[config.mk]
export PLATFORM = sky130hd
export DESIGN_NAME = snake_move_collide
export DESIGN_NICKNAME = d
export VERILOG_FILES = /design/src/rtl/snake_pkg.sv /design/src/rtl/snake_tick_gen.sv /design/src/rtl/snake_move_collide.sv
export SDC_FILE = /design/constraint.sdc
export NUM_CORES = 1
export LEC_CHECK = 0
export ABC_AREA = 1
export BUFFER_PORTS_ARGS = -buffer_cell sky130_fd_sc_hd__buf_2
export CORE_AREA = 10 10 184 186
export DETAILED_ROUTE_END_ITERATION = 8
export DIE_AREA = 0 0 194 196
export GPL_TIMING_DRIVEN = 0
export PLACE_DENSITY = 0.61
export SYNTH_ARGS = -nofsm -noshare
export SYNTH_HDL_FRONTEND = slang
export SYNTH_SLANG_ARGS = --single-unit
[constraint.sdc]
create_clock -name clk -period 3.35 [get_ports clk]
set_input_delay 0.67 -clock clk [delete_from_list [all_inputs] [get_ports clk]]
set_output_delay 0.67 -clock clk [all_outputs]
set_load 0.01 [all_outputs]
[src/rtl/snake_pkg.sv]
// Shared types and constants for the snake movement/collision engine.
package snake_pkg;

    typedef enum logic [1:0] {UP, DOWN, LEFT, RIGHT} dir_t;
    typedef enum logic [1:0] {RUN, FROZEN, REINIT, WAIT_START} state_t;

    localparam logic [1:0] GAME_START = 2'b00;
    localparam logic [1:0] GAME_DEAD  = 2'b10;

    localparam int GRID_W_DEF   = 40;
    localparam int GRID_H_DEF   = 30;
    localparam int MAX_LEN_DEF  = 16;
    localparam int INIT_LEN_DEF = 3;
    localparam int TICK_DIV_DEF = 12500000;

    // Direction that would fold the head back onto the neck.
    function automatic dir_t opposite(input dir_t d);
        case (d)
            UP:      opposite = DOWN;
            DOWN:    opposite = UP;
            LEFT:    opposite = RIGHT;
            default: opposite = LEFT;
        endcase
    endfunction

    // Decode a one-hot {up,down,left,right} key vector; caller checks one-hotness.
    function automatic dir_t key_dir(input logic [3:0] k);
        case (k)
            4'b1000: key_dir = UP;
            4'b0100: key_dir = DOWN;
            4'b0010: key_dir = LEFT;
            default: key_dir = RIGHT;
        endcase
    endfunction

endpackage

[src/rtl/snake_tick_gen.sv]
// Free-running move-step divider: one registered pulse every TICK_DIV clocks.
module snake_tick_gen #(
    parameter int TICK_DIV = 12500000
) (
    input  logic clk,
    input  logic rst_n,
    output logic move_tick
);
    localparam int CW = (TICK_DIV > 2) ? $clog2(TICK_DIV) : 1;

    logic [CW-1:0] cnt;

    // Count 0..TICK_DIV-1; the wrap cycle raises move_tick on the following cycle.
    always_ff @(posedge clk or negedge rst_n) begin
        if (!rst_n) begin
            cnt       <= '0;
            move_tick <= 1'b0;
        end else if (cnt == CW'(TICK_DIV - 1)) begin
            cnt       <= '0;
            move_tick <= 1'b1;
        end else begin
            cnt       <= cnt + CW'(1);
            move_tick <= 1'b0;
        end
    end

endmodule

[src/rtl/snake_move_collide.sv]
// Snake movement and collision engine. Steps the snake each move tick,
// applies direction keys with reversal rejection, and reports wall/self hits.
// Optional build macro: WRAP_WALL_EN (walls wrap around instead of killing).
module snake_move_collide
    import snake_pkg::*;
#(
    parameter int GRID_W   = GRID_W_DEF,
    parameter int GRID_H   = GRID_H_DEF,
    parameter int MAX_LEN  = MAX_LEN_DEF,
    parameter int INIT_LEN = INIT_LEN_DEF,
    parameter int TICK_DIV = TICK_DIV_DEF,
    localparam int XW = $clog2(GRID_W),
    localparam int YW = $clog2(GRID_H),
    localparam int IW = $clog2(MAX_LEN),
    localparam int LW = $clog2(MAX_LEN + 1)
) (
    input  logic          clk,
    input  logic          rst_n,
    input  logic [3:0]    dir_key,
    input  logic          grow,
    input  logic [1:0]    game_status,
    input  logic [IW-1:0] seg_idx,
    output logic [XW-1:0] seg_x,
    output logic [YW-1:0] seg_y,
    output logic [XW-1:0] head_x,
    output logic [YW-1:0] head_y,
    output logic [LW-1:0] snake_len,
    output logic          move_tick,
    output logic          dead_wall,
    output logic          dead_it
);
    typedef logic [MAX_LEN-1:0][XW-1:0] segx_t;
    typedef logic [MAX_LEN-1:0][YW-1:0] segy_t;

    function automatic segx_t init_x();
        init_x = '0;
        for (int i = 0; i < INIT_LEN; i++) init_x[i] = XW'(GRID_W / 2 - i);
    endfunction

    function automatic segy_t init_y();
        init_y = '0;
        for (int i = 0; i < INIT_LEN; i++) init_y[i] = YW'(GRID_H / 2);
    endfunction

    localparam segx_t INIT_X = init_x();
    localparam segy_t INIT_Y = init_y();

    segx_t         sx;
    segy_t         sy;
    dir_t          dir, dir_req, ref_dir;
    state_t        state, state_nx;
    logic          pend;
    logic [LW-1:0] len;
    logic [XW-1:0] nhx;
    logic [YW-1:0] nhy;
    logic          wall, hit, do_move, shift_ok, key_ok;

    snake_tick_gen #(.TICK_DIV(TICK_DIV)) u_tick (
        .clk       (clk),
        .rst_n     (rst_n),
        .move_tick (move_tick)
    );

    assign do_move  = (state == RUN) && move_tick && (game_status != GAME_DEAD);
    assign shift_ok = do_move && !wall && !hit;
    // On a move cycle the pending request becomes the applied direction.
    assign ref_dir  = do_move ? dir_req : dir;
    assign key_ok   = (state == RUN) && $onehot(dir_key) && (key_dir(dir_key) != opposite(ref_dir));

    // Next head position from the requested direction, with wall detect (or wrap).
    always_comb begin
        int nx, ny;
        nx   = int'(sx[0]);
        ny   = int'(sy[0]);
        case (dir_req)
            UP:      ny = ny - 1;
            DOWN:    ny = ny + 1;
            LEFT:    nx = nx - 1;
            default: nx = nx + 1;
        endcase
        wall = (nx < 0) || (nx > GRID_W - 1) || (ny < 0) || (ny > GRID_H - 1);
`ifdef WRAP_WALL_EN
        if (nx < 0)          nx = GRID_W - 1;
        if (nx > GRID_W - 1) nx = 0;
        if (ny < 0)          ny = GRID_H - 1;
        if (ny > GRID_H - 1) ny = 0;
        wall = 1'b0;
`endif
        nhx = XW'(nx);
        nhy = YW'(ny);
    end

    // Self hit: the tail cell is vacated by the shift unless the snake grows.
    always_comb begin
        int lim;
        lim = pend ? int'(len) : int'(len) - 1;
        hit = 1'b0;
        for (int i = 0; i < MAX_LEN; i++)
            if (i < lim && sx[i] == nhx && sy[i] == nhy) hit = 1'b1;
    end

    // Game-phase state register.
    always_ff @(posedge clk or negedge rst_n) begin
        if (!rst_n) state <= RUN;
        else        state <= state_nx;
    end

    // Next-state: collisions freeze, dead status restarts, start status resumes.
    always_comb begin
        state_nx = state;
        case (state)
            RUN: begin
                if (game_status == GAME_DEAD)  state_nx = REINIT;
                else if (do_move && (wall || hit)) state_nx = FROZEN;
            end
            FROZEN:     if (game_status == GAME_DEAD) state_nx = REINIT;
            REINIT:     state_nx = WAIT_START;
            WAIT_START: if (game_status == GAME_START) state_nx = RUN;
            default:    state_nx = RUN;
        endcase
    end

    // Segment storage, direction, growth and collision pulses.
    always_ff @(posedge clk or negedge rst_n) begin
        if (!rst_n) begin
            sx        <= INIT_X;
            sy        <= INIT_Y;
            dir       <= RIGHT;
            dir_req   <= RIGHT;
            pend      <= 1'b0;
            len       <= LW'(INIT_LEN);
            dead_wall <= 1'b0;
            dead_it   <= 1'b0;
        end else begin
            dead_wall <= do_move && wall;
            dead_it   <= do_move && !wall && hit;
            if (state == REINIT) begin
                sx      <= INIT_X;
                sy      <= INIT_Y;
                dir     <= RIGHT;
                dir_req <= RIGHT;
                pend    <= 1'b0;
                len     <= LW'(INIT_LEN);
            end else begin
                if (key_ok)  dir_req <= key_dir(dir_key);
                if (do_move) dir     <= dir_req;
                if (shift_ok) begin
                    for (int i = MAX_LEN - 1; i > 0; i--) begin
                        sx[i] <= sx[i-1];
                        sy[i] <= sy[i-1];
                    end
                    sx[0] <= nhx;
                    sy[0] <= nhy;
                    if (pend && int'(len) < MAX_LEN) len <= len + LW'(1);
                    pend <= grow;
                end else if (state == RUN && grow) begin
                    pend <= 1'b1;
                end
            end
        end
    end

    assign head_x    = sx[0];
    assign head_y    = sy[0];
    assign snake_len = len;
    assign seg_x     = (int'(seg_idx) < MAX_LEN) ? sx[seg_idx] : '0;
    assign seg_y     = (int'(seg_idx) < MAX_LEN) ? sy[seg_idx] : '0;

endmodule

==> out/metrics.yaml <==
status:
  run_status: "finished with violations"
  failing_checks: "setup timing"
sta:
  worst_pin_slew_ns: 1.14
  setup_ws_ns: -0.256
  final-hold-violation-count: 0
  final-max-slew-violation-count: 0
  setup_viol: 182
  fin_worst_skew_ns: 0.0133
  grt_setup_unrepaired: "yes"
  finalCriticalPeriod_ns: 3.61
  max_freq_mhz: 277
  finalCritPeriodShare: 1.08
  slew_headroom: 0.243
synth:
  netlist_area_sq_um: 14800
  synth-main-ff-cell: "dfrtp_1"
  async_reset_ff_frac: 1.00
  synth_seq_area_share: 0.365
  synth.yosys.warnings: 0
  synth_cells: 2212
  yosys.area_share.adder: 0.0140
  synth-compound-area-share: 0.0841
  synth.distinct_cells: 44
  synth_top_area_share: 0.321
  syn_nets: 2241
  netlist_top_cells_area: "dfrtp_1 32%, nand3_1 15%, nand2_1 14%"
  dominant_combinational_cell_family_by_area_after_synthesis: "simple AND/OR/NAND/NOR gates"
  mux_cell_area_share_after_synthesis: 0
  post_synth.cell_area_avg_sq_um: 6.70
  yosys.cell_count.top_type: "nand2_1"
  synth_top_cell_by_area: "dfrtp_1"
  edff_count_synth: 0
  synth_simple_gate_area_share: 0.408
  synth-xor-area-share: 0.0313
  yosys_register_bits: 215
  cell_types_with_the_highest_counts_after_synthesis: "560 x nand2_1, 449 x nand3_1, 249 x nor2_1"
setup_path:
  worstPathArrival_ns: 4.06
  cp_data_required_time_ns: 3.80
  critical_path.startpoint_type: "flip-flop"
  worstPathMaxFanout: 10
  critical_path.slowest_cell: "dfstp_2"
  critical_path.cell_chain: "buf_4 -> xor2_2 -> clkbuf_4 -> nor2_1 -> nor2_1 -> nand3_1 -> nor2_1 -> nand3_1 -> nor2_1 -> nor2_1 -> nand2_1 -> nor2_4 -> nand3_4 -> nand2_8 -> buf_12 -> buf_12 -> clkbuf_16 -> nand3_2 -> nand2_1"
  worst_path_largest_cell_delay_ns: 0.56
  worstSetupPathType: "reg -> reg"
  crit_path_frequent_cell: "nor2_1"
  endpoint_kind: "flip-flop"
detailed_routing:
  dr_wl_met2_mm: 31.8
  antenna_left: 0
  drt-vias-per-instance: 6.30
  route.layer.met1.wl_mm: 27.2
  routed.top_layer: "met5"
  wire_per_inst_um: 26.9
  drc_errors: 0
  initialDrtViolationCount: 2338
  vias: 17492
  finalWirelength_mm: 74.8
  firstDrtPassIters: 7
  wl_met3_mm: 9.74
placed_design:
  routabilityCongestion: 1.08
  post_dp_cell_area_sq_um: 15600
  port-buffer-count: 41
  pre_cts_ws_ns: -1.08
  dpl.hpwl_mm: 51.1
run:
  max_cap_viol_count: 0
global_route:
  via_count_of_the_first_global_routing_pass: 15993
  grt_pass1_wl_mm: 107
  antenna_violations_before_repair: 2
  grt-ovfl-total: 0
  grt_use_total: 0.371
  largest_net_degree_at_the_start_of_global_routing: 122
power:
  cellLeakagePower_nw: 9.30
  combPwrFrac: 0.561
  share_seq_of_total_power: 0.262
  p_clk_frac: 0.176
  total_power_w: 0.0168
  irDropWorstVdd_v: 0.000505
  power_density_nw_per_um2: 891
  sw_frac_of_total: 0.511
  p_int_w: 0.00822
  netSwitchingPower_w: 0.00859
hold_path:
  holdCritPathClass: "in -> async"
floorplanning:
  core_area_sq_um: 30300
  io-pin-count: 43
  die_area_sq_um: 38000
  chipHeight_um: 196
  placement_rows: 64
  chipWidth_um: 194
  initial_utilization: 0.490
cts:
  ctsRootBufferMaster: "clkbuf_16"
  cts.clk_slew.worst_paths_ns: 0.06
  cts.htree.levels: 1
  number_of_sinks_handled_by_clock_tree_synthesis: 215
  number_of_buffers_inserted_during_clock_tree_synthesis: 26
  clk_latency_ns: 0.57
  cts_hold_repair.buffers: 0
  max-clock-path-buffers: 3
  tritoncts_clock_tree: "done"
cells_and_area:
  area.growth.synth_to_final_pct: 27.3
  design.final.nets: 2390
  final_core_util: 0.623
  drive_gt1_frac: 0.198
  final_area_sq_um: 18900
placed cells by master, fill, tap and decap left out, drive strengths merged:
cell and count:
nand4 16, o22ai 8, a211oi 1, o211ai 14, a21o 1, clkbuf 111, nor4 6, o21a 1
clkinv 8, nor2 254, nor3b 2, inv 177, clkinvlp 9, bufinv 3, nor3 26, xor2 39
nand2 576, a21boi 1, diode 1, a21oi 51, nand3 455, ha 15, and2 2, nand3b 31
dfrtp 190, o221ai 13, o21ai 133, o2111ai 1, a31oi 3, or2 6, buf 188, fa 1
xnor2 14, dfstp 25
worst paths after layout:
path / startpoint / to / slack, ns / depth (start not counted)
min in group clk: grow / pend / 0.37 / 3
worst min register to register: u_tick.cnt[16] / u_tick.cnt[16] / 0.47 / 1
max in group asynchronous: rst_n / sx[60] / 2.15 / 2
worst min-delay path: rst_n / pend / 0.08 / 1
worst max register to register: dir_req[1] / sx[93] / -0.26 / 19
worst max-delay path: dir_req[1] / sx[93] / -0.26 / 19
stage by stage:
step / setup TNS, ns / std cells / hold slack, ns
2_1_floorplan: 0 / 2212 / 0.374
3_3_place_gp: -596.96 / 2649 / 0.458
3_5_place_dp: -184.28 / 2650 / 0.465
4_1_cts: -7.02 / 2754 / 0.164
5_1_grt: -40.68 / 2777 / 0.171
6_report: -33.89 / 2778 / 0.0785
worst max-delay path, delay by kind of cell (launching register included):
family	cells	cell delay (ns)
and+or+nand+nor	13	1.41
xor gates and xnor gates	1	0.42
DFF	1	0.56
buffers and inverters	5	1.06
registers in the layout, summed over array words and instances, names as in the netlist, 2 cells and up:
signal / count
sy: 75
snake_len: 5
dir: 2
sx: 90
head_x: 6
u_tick.cnt: 24
dir_req: 2
state: 2
head_y: 5
power by group through the flow:
stage | clock [W] | sequential (W) | combinational (W)
finish | 0.00296 | 0.00441 | 0.00944
global route | 0.00305 | 0.00441 | 0.00995
CTS | 0.00296 | 0.00429 | 0.00835
detailed placement | 0 | 0.00432 | 0.00700
global placement | 0 | 0.00431 | 0.00693
floorplan | 0 | 0.00380 | 0.00467
area by class of cell:
class	count	area (sq um)
clock buffer	35	714
timing repair buffer	121	1360
antenna	1	2.50
multi-input combinational	1670	8830
inverter	184	714
fill	2782	11400
clock inverter	13	163
sequential	215	5420
buffer	143	1170
tap	396	495
kinds of logic after synthesis:
family | count (synthesis)
flip-flops | 215
AO/OA/AOI/OAI | 227
XOR/XNOR | 53
AND/OR/NAND/NOR | 1372
buffers and inverters | 329
adder cells (fa/ha/maj) | 16
what timing repair did:
item	4_1_cts	5_1_grt
cloned	13	14
resized for setup	257	112
setup endpoints to repair	196	195
pin swaps	53	40
hold endpoints to repair	0	0
buffers inserted	45	11
metal layers:
layer  vias up  global-route usage
met5         -                   0
met4         2               0.235
met3       373              0.0997
met2      1303               0.559
met1      8269               0.463
li1       7545                   -
No activity file was read; power rests on OpenSTA's default activity.
